## src/rtl/pd_sched_pkg.sv

```systemverilog
// Shared types and defaults for the two-channel windowed pattern-detector scheduler.
package pd_sched_pkg;

  typedef enum logic [1:0] {
    StIdle,
    StRun,
    StReport
  } state_e;

  localparam logic Ch0 = 1'b0;
  localparam logic Ch1 = 1'b1;

  localparam int unsigned DefPatW = 5;
  localparam logic [DefPatW-1:0] DefPattern = 5'b10101;

  function automatic logic [1:0] ch_onehot(input logic ch);
    return (ch == Ch1) ? 2'b10 : 2'b01;
  endfunction

endpackage

```

## src/rtl/pd_match_core.sv

```systemverilog
// Overlapping serial pattern matcher: shift register, fill counter and saturating match count.
module pd_match_core
  import pd_sched_pkg::*;
#(
  parameter int unsigned PAT_W = DefPatW,
  parameter logic [PAT_W-1:0] PATTERN = DefPattern,
  parameter int unsigned CNT_W = 8
) (
  input  logic             clk_i,
  input  logic             rst_i,
  input  logic             clr_i,
  input  logic             shift_en_i,
  input  logic             din_i,
  output logic             match_o,
  output logic [CNT_W-1:0] count_o
);

  localparam int unsigned FillW = $clog2(PAT_W + 1);
  localparam logic [FillW-1:0] FillFull = FillW'(PAT_W);

  logic [PAT_W-1:0] shift_q, shift_d, shift_next;
  logic [FillW-1:0] fill_q, fill_d, fill_next;
  logic [CNT_W-1:0] count_q, count_d;

  always_comb begin
    shift_next = {shift_q[PAT_W-2:0], din_i};
    fill_next  = (fill_q == FillFull) ? fill_q : fill_q + 1'b1;
    // Fill saturates at PAT_W, so equality is the same as >= here.
    match_o    = shift_en_i && (fill_next == FillFull) && (shift_next == PATTERN);

    shift_d = shift_q;
    fill_d  = fill_q;
    count_d = count_q;
    if (clr_i) begin
      shift_d = '0;
      fill_d  = '0;
      count_d = '0;
    end else if (shift_en_i) begin
      shift_d = shift_next;
      fill_d  = fill_next;
      if (match_o && (count_q != '1)) count_d = count_q + 1'b1;
    end
  end

  always_ff @(posedge clk_i or posedge rst_i) begin
    if (rst_i) begin
      shift_q <= '0;
      fill_q  <= '0;
      count_q <= '0;
    end else begin
      shift_q <= shift_d;
      fill_q  <= fill_d;
      count_q <= count_d;
    end
  end

  assign count_o = count_q;

endmodule

```

## src/rtl/pd_window_sched.sv

```systemverilog
// Round-robin scheduler sharing one pattern-match core between two serial channels,
// counting matches over a requested window and reporting the count with a done pulse.
module pd_window_sched
  import pd_sched_pkg::*;
#(
  parameter int unsigned PAT_W = DefPatW,
  parameter logic [PAT_W-1:0] PATTERN = DefPattern,
  parameter int unsigned WIN_W = 8,
  parameter int unsigned CNT_W = 8
) (
  input  logic             clk_i,
  input  logic             rst_i,
  input  logic [1:0]       req_i,
  input  logic [WIN_W-1:0] len0_i,
  input  logic [WIN_W-1:0] len1_i,
  input  logic             din0_i,
  input  logic             din1_i,
  output logic [1:0]       grant_o,
  output logic             busy_o,
  output logic             pd_o,
  output logic             done_o,
  output logic             done_id_o,
  output logic [CNT_W-1:0] match_cnt_o
);

  state_e           state_q, state_d;
  logic             ch_q, ch_d;
  logic             rr_q, rr_d;
  logic [WIN_W-1:0] len_q, len_d;
  logic [WIN_W-1:0] bitcnt_q, bitcnt_d, bit_next;
  logic             pd_q, pd_d;
  logic             done_q, done_d;
  logic             done_id_q, done_id_d;
  logic [CNT_W-1:0] match_cnt_q, match_cnt_d;

  logic             pick_ch, din_sel, core_clr, core_shift, core_match;
  logic [CNT_W-1:0] core_cnt;

  pd_match_core #(
    .PAT_W  (PAT_W),
    .PATTERN(PATTERN),
    .CNT_W  (CNT_W)
  ) u_core (
    .clk_i     (clk_i),
    .rst_i     (rst_i),
    .clr_i     (core_clr),
    .shift_en_i(core_shift),
    .din_i     (din_sel),
    .match_o   (core_match),
    .count_o   (core_cnt)
  );

  assign pick_ch = req_i[rr_q] ? rr_q : ~rr_q;
  assign din_sel = (ch_q == Ch1) ? din1_i : din0_i;
  assign bit_next = bitcnt_q + 1'b1;

  always_comb begin
    state_d     = state_q;
    ch_d        = ch_q;
    rr_d        = rr_q;
    len_d       = len_q;
    bitcnt_d    = bitcnt_q;
    pd_d        = 1'b0;
    done_d      = 1'b0;
    done_id_d   = done_id_q;
    match_cnt_d = match_cnt_q;
    core_clr    = 1'b0;
    core_shift  = 1'b0;

    unique case (state_q)
      StIdle: begin
        if (|req_i) begin
          ch_d     = pick_ch;
          len_d    = (pick_ch == Ch1) ? len1_i : len0_i;
          bitcnt_d = '0;
          core_clr = 1'b1;
          state_d  = (len_d == '0) ? StReport : StRun;
        end
      end
      StRun: begin
        if (!req_i[ch_q]) begin
          state_d = StIdle;
          rr_d    = ~ch_q;
        end else begin
          core_shift = 1'b1;
          pd_d       = core_match;
          bitcnt_d   = bit_next;
          if (bit_next == len_q) begin
            state_d     = StReport;
            done_d      = 1'b1;
            done_id_d   = ch_q;
            match_cnt_d = (core_match && (core_cnt != '1)) ? core_cnt + 1'b1 : core_cnt;
          end
        end
      end
      StReport: begin
        // A zero-length window arrives here without done; issue it one cycle later.
        if (!done_q) begin
          done_d      = 1'b1;
          done_id_d   = ch_q;
          match_cnt_d = core_cnt;
        end else begin
          state_d = StIdle;
          rr_d    = ~ch_q;
        end
      end
      default: state_d = StIdle;
    endcase
  end

  always_ff @(posedge clk_i or posedge rst_i) begin
    if (rst_i) begin
      state_q     <= StIdle;
      ch_q        <= Ch0;
      rr_q        <= Ch0;
      len_q       <= '0;
      bitcnt_q    <= '0;
      pd_q        <= 1'b0;
      done_q      <= 1'b0;
      done_id_q   <= 1'b0;
      match_cnt_q <= '0;
    end else begin
      state_q     <= state_d;
      ch_q        <= ch_d;
      rr_q        <= rr_d;
      len_q       <= len_d;
      bitcnt_q    <= bitcnt_d;
      pd_q        <= pd_d;
      done_q      <= done_d;
      done_id_q   <= done_id_d;
      match_cnt_q <= match_cnt_d;
    end
  end

  assign busy_o      = (state_q != StIdle);
  assign grant_o     = busy_o ? ch_onehot(ch_q) : 2'b00;
  assign pd_o        = pd_q;
  assign done_o      = done_q;
  assign done_id_o   = done_id_q;
  assign match_cnt_o = match_cnt_q;

endmodule

```

## config.mk

```make
export PLATFORM = sky130hd
export DESIGN_NAME = pd_window_sched
export DESIGN_NICKNAME = d
export VERILOG_FILES = /design/src/rtl/pd_sched_pkg.sv /design/src/rtl/pd_match_core.sv /design/src/rtl/pd_window_sched.sv
export SDC_FILE = /design/constraint.sdc
export NUM_CORES = 1
export LEC_CHECK = 0
export CAP_MARGIN = 30
export CORE_MARGIN = 10
export CORE_UTILIZATION = 30
export CTS_BUF_LIST = sky130_fd_sc_hd__clkbuf_8
export DETAILED_ROUTE_END_ITERATION = 8
export MAX_ROUTING_LAYER = met4
export PLACE_DENSITY = 0.57
export SLEW_MARGIN = 20
export SYNTH_ARGS = -nofsm -noshare
export SYNTH_HDL_FRONTEND = slang
export SYNTH_SLANG_ARGS = --single-unit
```

## constraint.sdc

```tcl
create_clock -name clk_i -period 2.2 [get_ports clk_i]
set_input_delay 0.33 -clock clk_i [delete_from_list [all_inputs] [get_ports clk_i]]
set_output_delay 0.33 -clock clk_i [all_outputs]
set_load 0.01 [all_outputs]
```

==> summary.md, run 1 <==
| Metric | Value |
|---|---|
| Status | complete, no violations |
| Post-synthesis simple-gate area fraction | 20.3% |
| Design Area, Final | 3660 um^2 |
| Worst R2R Setup Slack | 30 ps |
| Worst slack, placed | -191 ps |
| Number of synthesized flops with an enable pin | 0 |
| Max incr delay on CP | 420 ps |
| Max-Cap Viols | 0 |
| Final Hold Fails | 0 |
| Die W | 113 um |
| Number of global-route vias before repair | 2267 |
| Tot GR Track Use | 10.3% |
| Utilization after layout | 43.8% |
| Syn_nets | 293 |
| RSZ-0062 raised after global routing | true |
| Maximum VDD drop | 0.000403 V |
| Initial DRC count | 88 |
| Hold WS | 380 ps |
| Mean number of vias per cell | 4.88 |
| Final Max Slew Viols | 0 |
| IO Count | 36 |
| Final worst slack | 32.8 ps |
| Synth Area in XOR/XNOR | 8.41% |
| Initial antenna violation count | 0 |
| Synth Area per Inst | 9.86 um^2 |
| Inst Count DP | 433 |
| Largest family of logic cells by synthesized area | simple AND/OR/NAND/NOR gates |
| Area of the multi-input gates | 1530 um^2 |
| Share of cells above drive strength 1 | 28.3% |
| DRT antenna net count | 0 |
| Filler cells | 805 |
| Total CTS buffers | 5 |
| CP arrival | 2350 ps |
| CP required | 2380 ps |
| Worst hold path class | in -> async |
| Cell Chain, Critical Path | ha_4 > nand3_4 > o21a_1 > o2111ai_2 > nor4_4 > buf_4 > a21oi_4 > buf_12 > mux2_2 |
| Final Cycle Share | 98.5% |
| P&R area growth vs syn | 40.4% |
| Final Non-Filler Cells | 448 |
| Slowest-stage cell, CP | dfrtp_2 |
| Cell row count | 33 |
| CP Buf/Inv Count | 2 |
| Ys flop type | dfrtp_1 |
| Mux contribution to synthesized area | 8.60% |
| GRT Residual Overflow | 0 |
| Core Box Area | 8340 um^2 |
| Clock root buffer | clkbuf_8 |
| Post-DP HPWL | 4.63 mm |
| Initial core utilization | 31.2% |
| CP delay by family, top | compound AO/OA/AOI/OAI gates |
| #FFs+latches synth | 46 |
| Clock sinks | 46 |
| Port bufs | 35 |
| Final TNS setup | 0 ps |
| Max FO, Critical Path | 9 |
| CP Capture Type | flop |
| Synthesized area | 2600 um^2 |
| Total Nets Final | 371 |
| Crit path launch type | flop |
| Syn Inst Count | 264 |
| Kind of critical path | reg -> reg |
| Synth cell types | 48 |
| Worst-Skew Late Latency | 300 ps |
| Final WL | 6.32 mm |
| Yosys warns | 0 |
| Seq. cell area | 1160 um^2 |
| H-tree Lvls | 2 |
| Worst-path clk slew | 90 ps |
| PD cells | 904 nW/um^2 |
| First-pass GRT wire length | 11.0 mm |
| Post-route DRC | 0 |
| Max Fclk | 461 MHz |
| Gp weighted congestion | 0.806 |
| Wire per inst | 14.1 um |
| Post-Synth Adder-Cell Area | 3.36% |
| Via count | 2187 |
| Sequential share of the synthesized area | 44.2% |
| Skew final | 13.9 ps |
| Die outline height | 113 um |
| Fraction of registers with async set/reset | 100% |
| Final min period | 2170 ps |
| Actual slew at the worst max-slew pin | 466 ps |
| Largest net degree at the start of global routing | 47 |
| Total power draw | 3.31 mW |
| Compound-Gate Fraction of Synth Area | 12.1% |
| Final setup violation count | 0 |
| ANT cells | 0 |
| Hold_buf cts | 0 |
| Leakage | 1.60 nW |
| Relative slew slack | 68.9% |
| Clk buf depth | 2 |
| CTS tree | done |
| First-pass DRT Iterations | 4 |
| Die area | 12800 um^2 |
| DP Area | 3360 um^2 |
## layout by cell type (no fill, tap or decap), types with 2 or more instances in the layout
cell	synthesis	final
inv_1	6	5
and4_1	3	2
xnor2_2	0	5
nand2b_1	3	3
buf_12	0	2
mux2_2	7	7
nand4_1	3	3
o21ai_0	21	20
o21ai_1	1	2
nand3b_1	2	2
nand3_1	7	5
clkbuf_8	0	6
a21oi_1	13	12
ha_4	0	2
dfrtp_2	0	5
and4b_1	3	3
a211oi_1	2	2
nand2_1	31	31
nor3_1	7	5
buf_4	0	42
ha_2	0	2
xnor2_1	15	10
xor2_1	10	10
mux2_4	0	4
clkdlybuf4s50_1	0	35
ha_1	7	3
nor3_2	0	2
nor4_1	4	4
o31ai_1	3	3
nor2b_1	3	3
mux2i_1	10	9
nor2_1	22	21
dfrtp_1	46	41
and3_1	2	2
## worst reg2reg max path, stage by stage (launching register included)
cell and delay (ps):
dfrtp_2 420, ha_4 180, nand3_4 110, o21a_1 220, o2111ai_2 260, nor4_4 80
buf_4 160, a21oi_4 140, buf_12 150, mux2_2 330
## cells in the mapped netlist (4+ instances only)
| cell | number | area (um^2) |
|---|---|---|
| dfrtp_1 | 46 | 1150 |
| nand2_1 | 31 | 116 |
| nor2_1 | 22 | 82.6 |
| o21ai_0 | 21 | 105 |
| xnor2_1 | 15 | 131 |
| a21oi_1 | 13 | 65.1 |
| mux2i_1 | 10 | 100 |
| xor2_1 | 10 | 87.6 |
| ha_1 | 7 | 87.6 |
| mux2_2 | 7 | 78.8 |
| nand3_1 | 7 | 35.0 |
| nor3_1 | 7 | 35.0 |
| inv_1 | 6 | 22.5 |
| clkbuf_1 | 5 | 18.8 |
| mux2_1 | 4 | 45.0 |
| nor4_1 | 4 | 25.0 |
## registers in the layout, summed over array words and instances, names as in the netlist, 2 cells and up
| register | count |
|---|---|
| bitcnt_q | 8 |
| len_q | 8 |
| match_cnt_o | 8 |
| state_q | 2 |
| u_core.count_o | 8 |
| u_core.fill_q | 3 |
| u_core.shift_q | 4 |
## power by group
part	internal (mW)	leakage [nW]	switching [mW]
logic	0.786	0.944	0.793
registers	1.02	0.610	0.158
clock network	0.253	0.0472	0.298
total	2.06	1.60	1.25
## logic make-up (layout without fill, tap and decap cells)
family,after synthesis,count (layout)
xor+xnor,25,25
fa+ha+maj,7,7
flops,46,46
simple gates,99,99
compound gates,51,51
mux,21,21
buf+inv,15,94
## area by class of cell
type / count / area share, %
Multi-Input combinational cell: 203 / 41.9
Timing Repair Buffer: 80 / 19.6
Clock buffer: 6 / 2.26
Tap cell: 105 / 3.59
Clock inverter: 2 / 0.342
Inverter: 6 / 0.616
Sequential cell: 46 / 31.7
## final timing paths
| check | depth (start not counted) | startpoint | to |
|---|---|---|---|
| min in group clk_i | 1 | match_cnt_o[2]$_DFFE_PP0P_ | match_cnt_o[2]$_DFFE_PP0P_ |
| setup / recovery | 9 | bitcnt_q[1]$_DFFE_PP0P_ | match_cnt_o[5]$_DFFE_PP0P_ |
| hold / removal | 3 | rst_i | bitcnt_q[5]$_DFFE_PP0P_ |
| setup reg to reg | 9 | bitcnt_q[1]$_DFFE_PP0P_ | match_cnt_o[5]$_DFFE_PP0P_ |
| hold reg to reg | 1 | match_cnt_o[2]$_DFFE_PP0P_ | match_cnt_o[2]$_DFFE_PP0P_ |
| max in group asynchronous | 3 | rst_i | ch_q$_DFFE_PP0P_ |
## layer usage
metal  vias to the layer above  wire length [um]  GRT usage, %
met2                        21              3070          16.7
met4                         0                87          3.38
met5                         -                 0             -
met3                         8               117          1.64
li1                       1092                 -             -
met1                      1066              3040          12.7
## repair_timing
action                     CTS  global route
pin swaps                    3            13
gates resized for setup     11            18
setup endpoints to repair   10            11
buffers inserted             3             5
(Power assumes the default switching activity.)
==> run 2: changes to the inputs <==
--- a/config.mk
+++ b/config.mk
@@ -16,3 +16,4 @@
 export SYNTH_ARGS = -nofsm -noshare
 export SYNTH_HDL_FRONTEND = slang
 export SYNTH_SLANG_ARGS = --single-unit
+export TNS_END_PERCENT = 20
==> summary.md, run 2 (synthesis gave the netlist of run 1 again) <==
| Metric | Value |
|---|---|
| Via count | 2184 |
| Design Area, Final | 3640 um^2 |
| GRT Residual Overflow | 0 |
| Die area | 12800 um^2 |
| Worst r2r src | bitcnt_q[1]$_DFFE_PP0P_ |
| Utilization after layout | 43.7% |
| Gp weighted congestion | 0.806 |
| Most frequent cells in the layout | buf_4 (42), dfrtp_1 (41), clkdlybuf4s50_1 (35) |
| Final Cycle Share | 98.5% |
| ANT cells | 0 |
| Share of cells above drive strength 1 | 28.0% |
| Clock root buffer | clkbuf_8 |
| P&R area growth vs syn | 39.9% |
| Worst-path clk slew | 90 ps |
| Die outline height | 113 um |
| Clk buf depth | 2 |
| PD cells | 901 nW/um^2 |
| Tot GR Track Use | 10.3% |
| Initial core utilization | 31.2% |
| Core Box Area | 8340 um^2 |
| Actual slew at the worst max-slew pin | 463 ps |
| Leakage | 1.60 nW |
| Total Nets Final | 371 |
| Max Fclk | 461 MHz |
| CP arrival | 2350 ps |
| CP required | 2380 ps |
| Mean number of vias per cell | 4.88 |
| Final Hold Fails | 0 |
| Cell row count | 33 |
| H-tree Lvls | 2 |
| RSZ-0062 raised after global routing | true |
| Seq. cell area | 1160 um^2 |
| DP Area | 3360 um^2 |
| Worst R2R Setup Slack | 30 ps |
| Clock sinks | 46 |
| Post-DP HPWL | 4.63 mm |
| Worst-Skew Late Latency | 300 ps |
| Final Non-Filler Cells | 448 |
| Initial antenna violation count | 0 |
| Inst Count DP | 433 |
| Largest net degree at the start of global routing | 47 |
| R2R depth | 9 |
| Final Max Slew Viols | 0 |
| Crit path launch type | flop |
| CP Capture Type | flop |
| Final WL | 6.29 mm |
| First-pass DRT Iterations | 4 |
| First-pass GRT wire length | 11.0 mm |
| Total CTS buffers | 5 |
| Commonest non-fill, non-tap cell in the layout | buf_4 |
| Area of the multi-input gates | 1520 um^2 |
| Filler cells | 806 |
| IO Count | 36 |
| Port bufs | 35 |
| Number of global-route vias before repair | 2267 |
| Relative slew slack | 69.1% |
| Post-route DRC | 0 |
| Maximum VDD drop | 0.000402 V |
| Worst hold path class | in -> async |
| Die W | 113 um |
| Skew final | 13.9 ps |
| Kind of critical path | reg -> reg |
| DRT antenna net count | 0 |
| R2r endpoint | match_cnt_o[5]$_DFFE_PP0P_ |
| Max FO, Critical Path | 9 |
| Final min period | 2170 ps |
| Status | complete, no violations |
| Initial DRC count | 92 |
| Wire per inst | 14.0 um |
| CTS tree | done |
| Hold WS | 380 ps |
| Final setup violation count | 0 |
| Final TNS setup | 0 ps |
| Max-Cap Viols | 0 |
## run 2: timing repair
action                                  CTS  global route
pin swaps                                 3            13
setup buffers                             3             5
hold buffers                              0             0
gates resized for setup                  11            16
endpoints found under the setup margin   10            11
## run 2: where the power goes
group	internal (mW)	switching, mW	total [mW]	leakage, nW
registers	1.02	0.152	1.17	0.610
logic	0.774	0.789	1.56	0.943
clock network	0.253	0.297	0.551	0.0472
## run 2: final cells by class
cell class / instances / area share (%)
clock inverters: 2 / 0.343
multi-input cells: 203 / 41.7
flip-flops and latches: 46 / 31.8
inverters: 6 / 0.618
repair buffers: 80 / 19.7
clock buffers: 6 / 2.27
well taps: 105 / 3.61
## run 2: worst max-delay path, stage by stage, from the launching register on
cell and delay, ps:
dfrtp_2 420, ha_4 180, nand3_4 110, o21a_1 220, o2111ai_2 260, nor4_4 80
buf_4 160, a21oi_4 140, buf_12 150, mux2_2 330
## run 2: through the flow
step	worst slack (ps)	total power [mW]
after floorplan	-45.5	2.07
after global placement	-165	2.58
after detailed placement	-191	2.60
after CTS	2.91	3.26
after global routing	-39.5	3.55
final	32.8	3.28
## run 2: how the worst max path moves through the flow
stage / from / endpoint / slack (ps)
after global routing: bitcnt_q[1]$_DFFE_PP0P_ / match_cnt_o[6]$_DFFE_PP0P_ / -40
final: bitcnt_q[1]$_DFFE_PP0P_ / match_cnt_o[5]$_DFFE_PP0P_ / 30
after global placement: req_i[0] / match_cnt_o[1]$_DFFE_PP0P_ / -170
after CTS: u_core.count_o[1]$_DFFE_PP0P_ / match_cnt_o[1]$_DFFE_PP0P_ / 3
after floorplan: u_core.count_o[4]$_DFFE_PP0P_ / match_cnt_o[1]$_DFFE_PP0P_ / -50
after detailed placement: req_i[0] / match_cnt_o[1]$_DFFE_PP0P_ / -190
## run 2: routing by layer
| metal | vias up | track usage [%] | share of wire [%] |
|---|---|---|---|
| met2 | 21 | 16.7 | 49 |
| met5 | - | - | 0 |
| met1 | 1060 | 12.7 | 48 |
| met4 | 0 | 3.38 | 1.4 |
| met3 | 8 | 1.64 | 2.0 |
| li1 | 1095 | - | - |
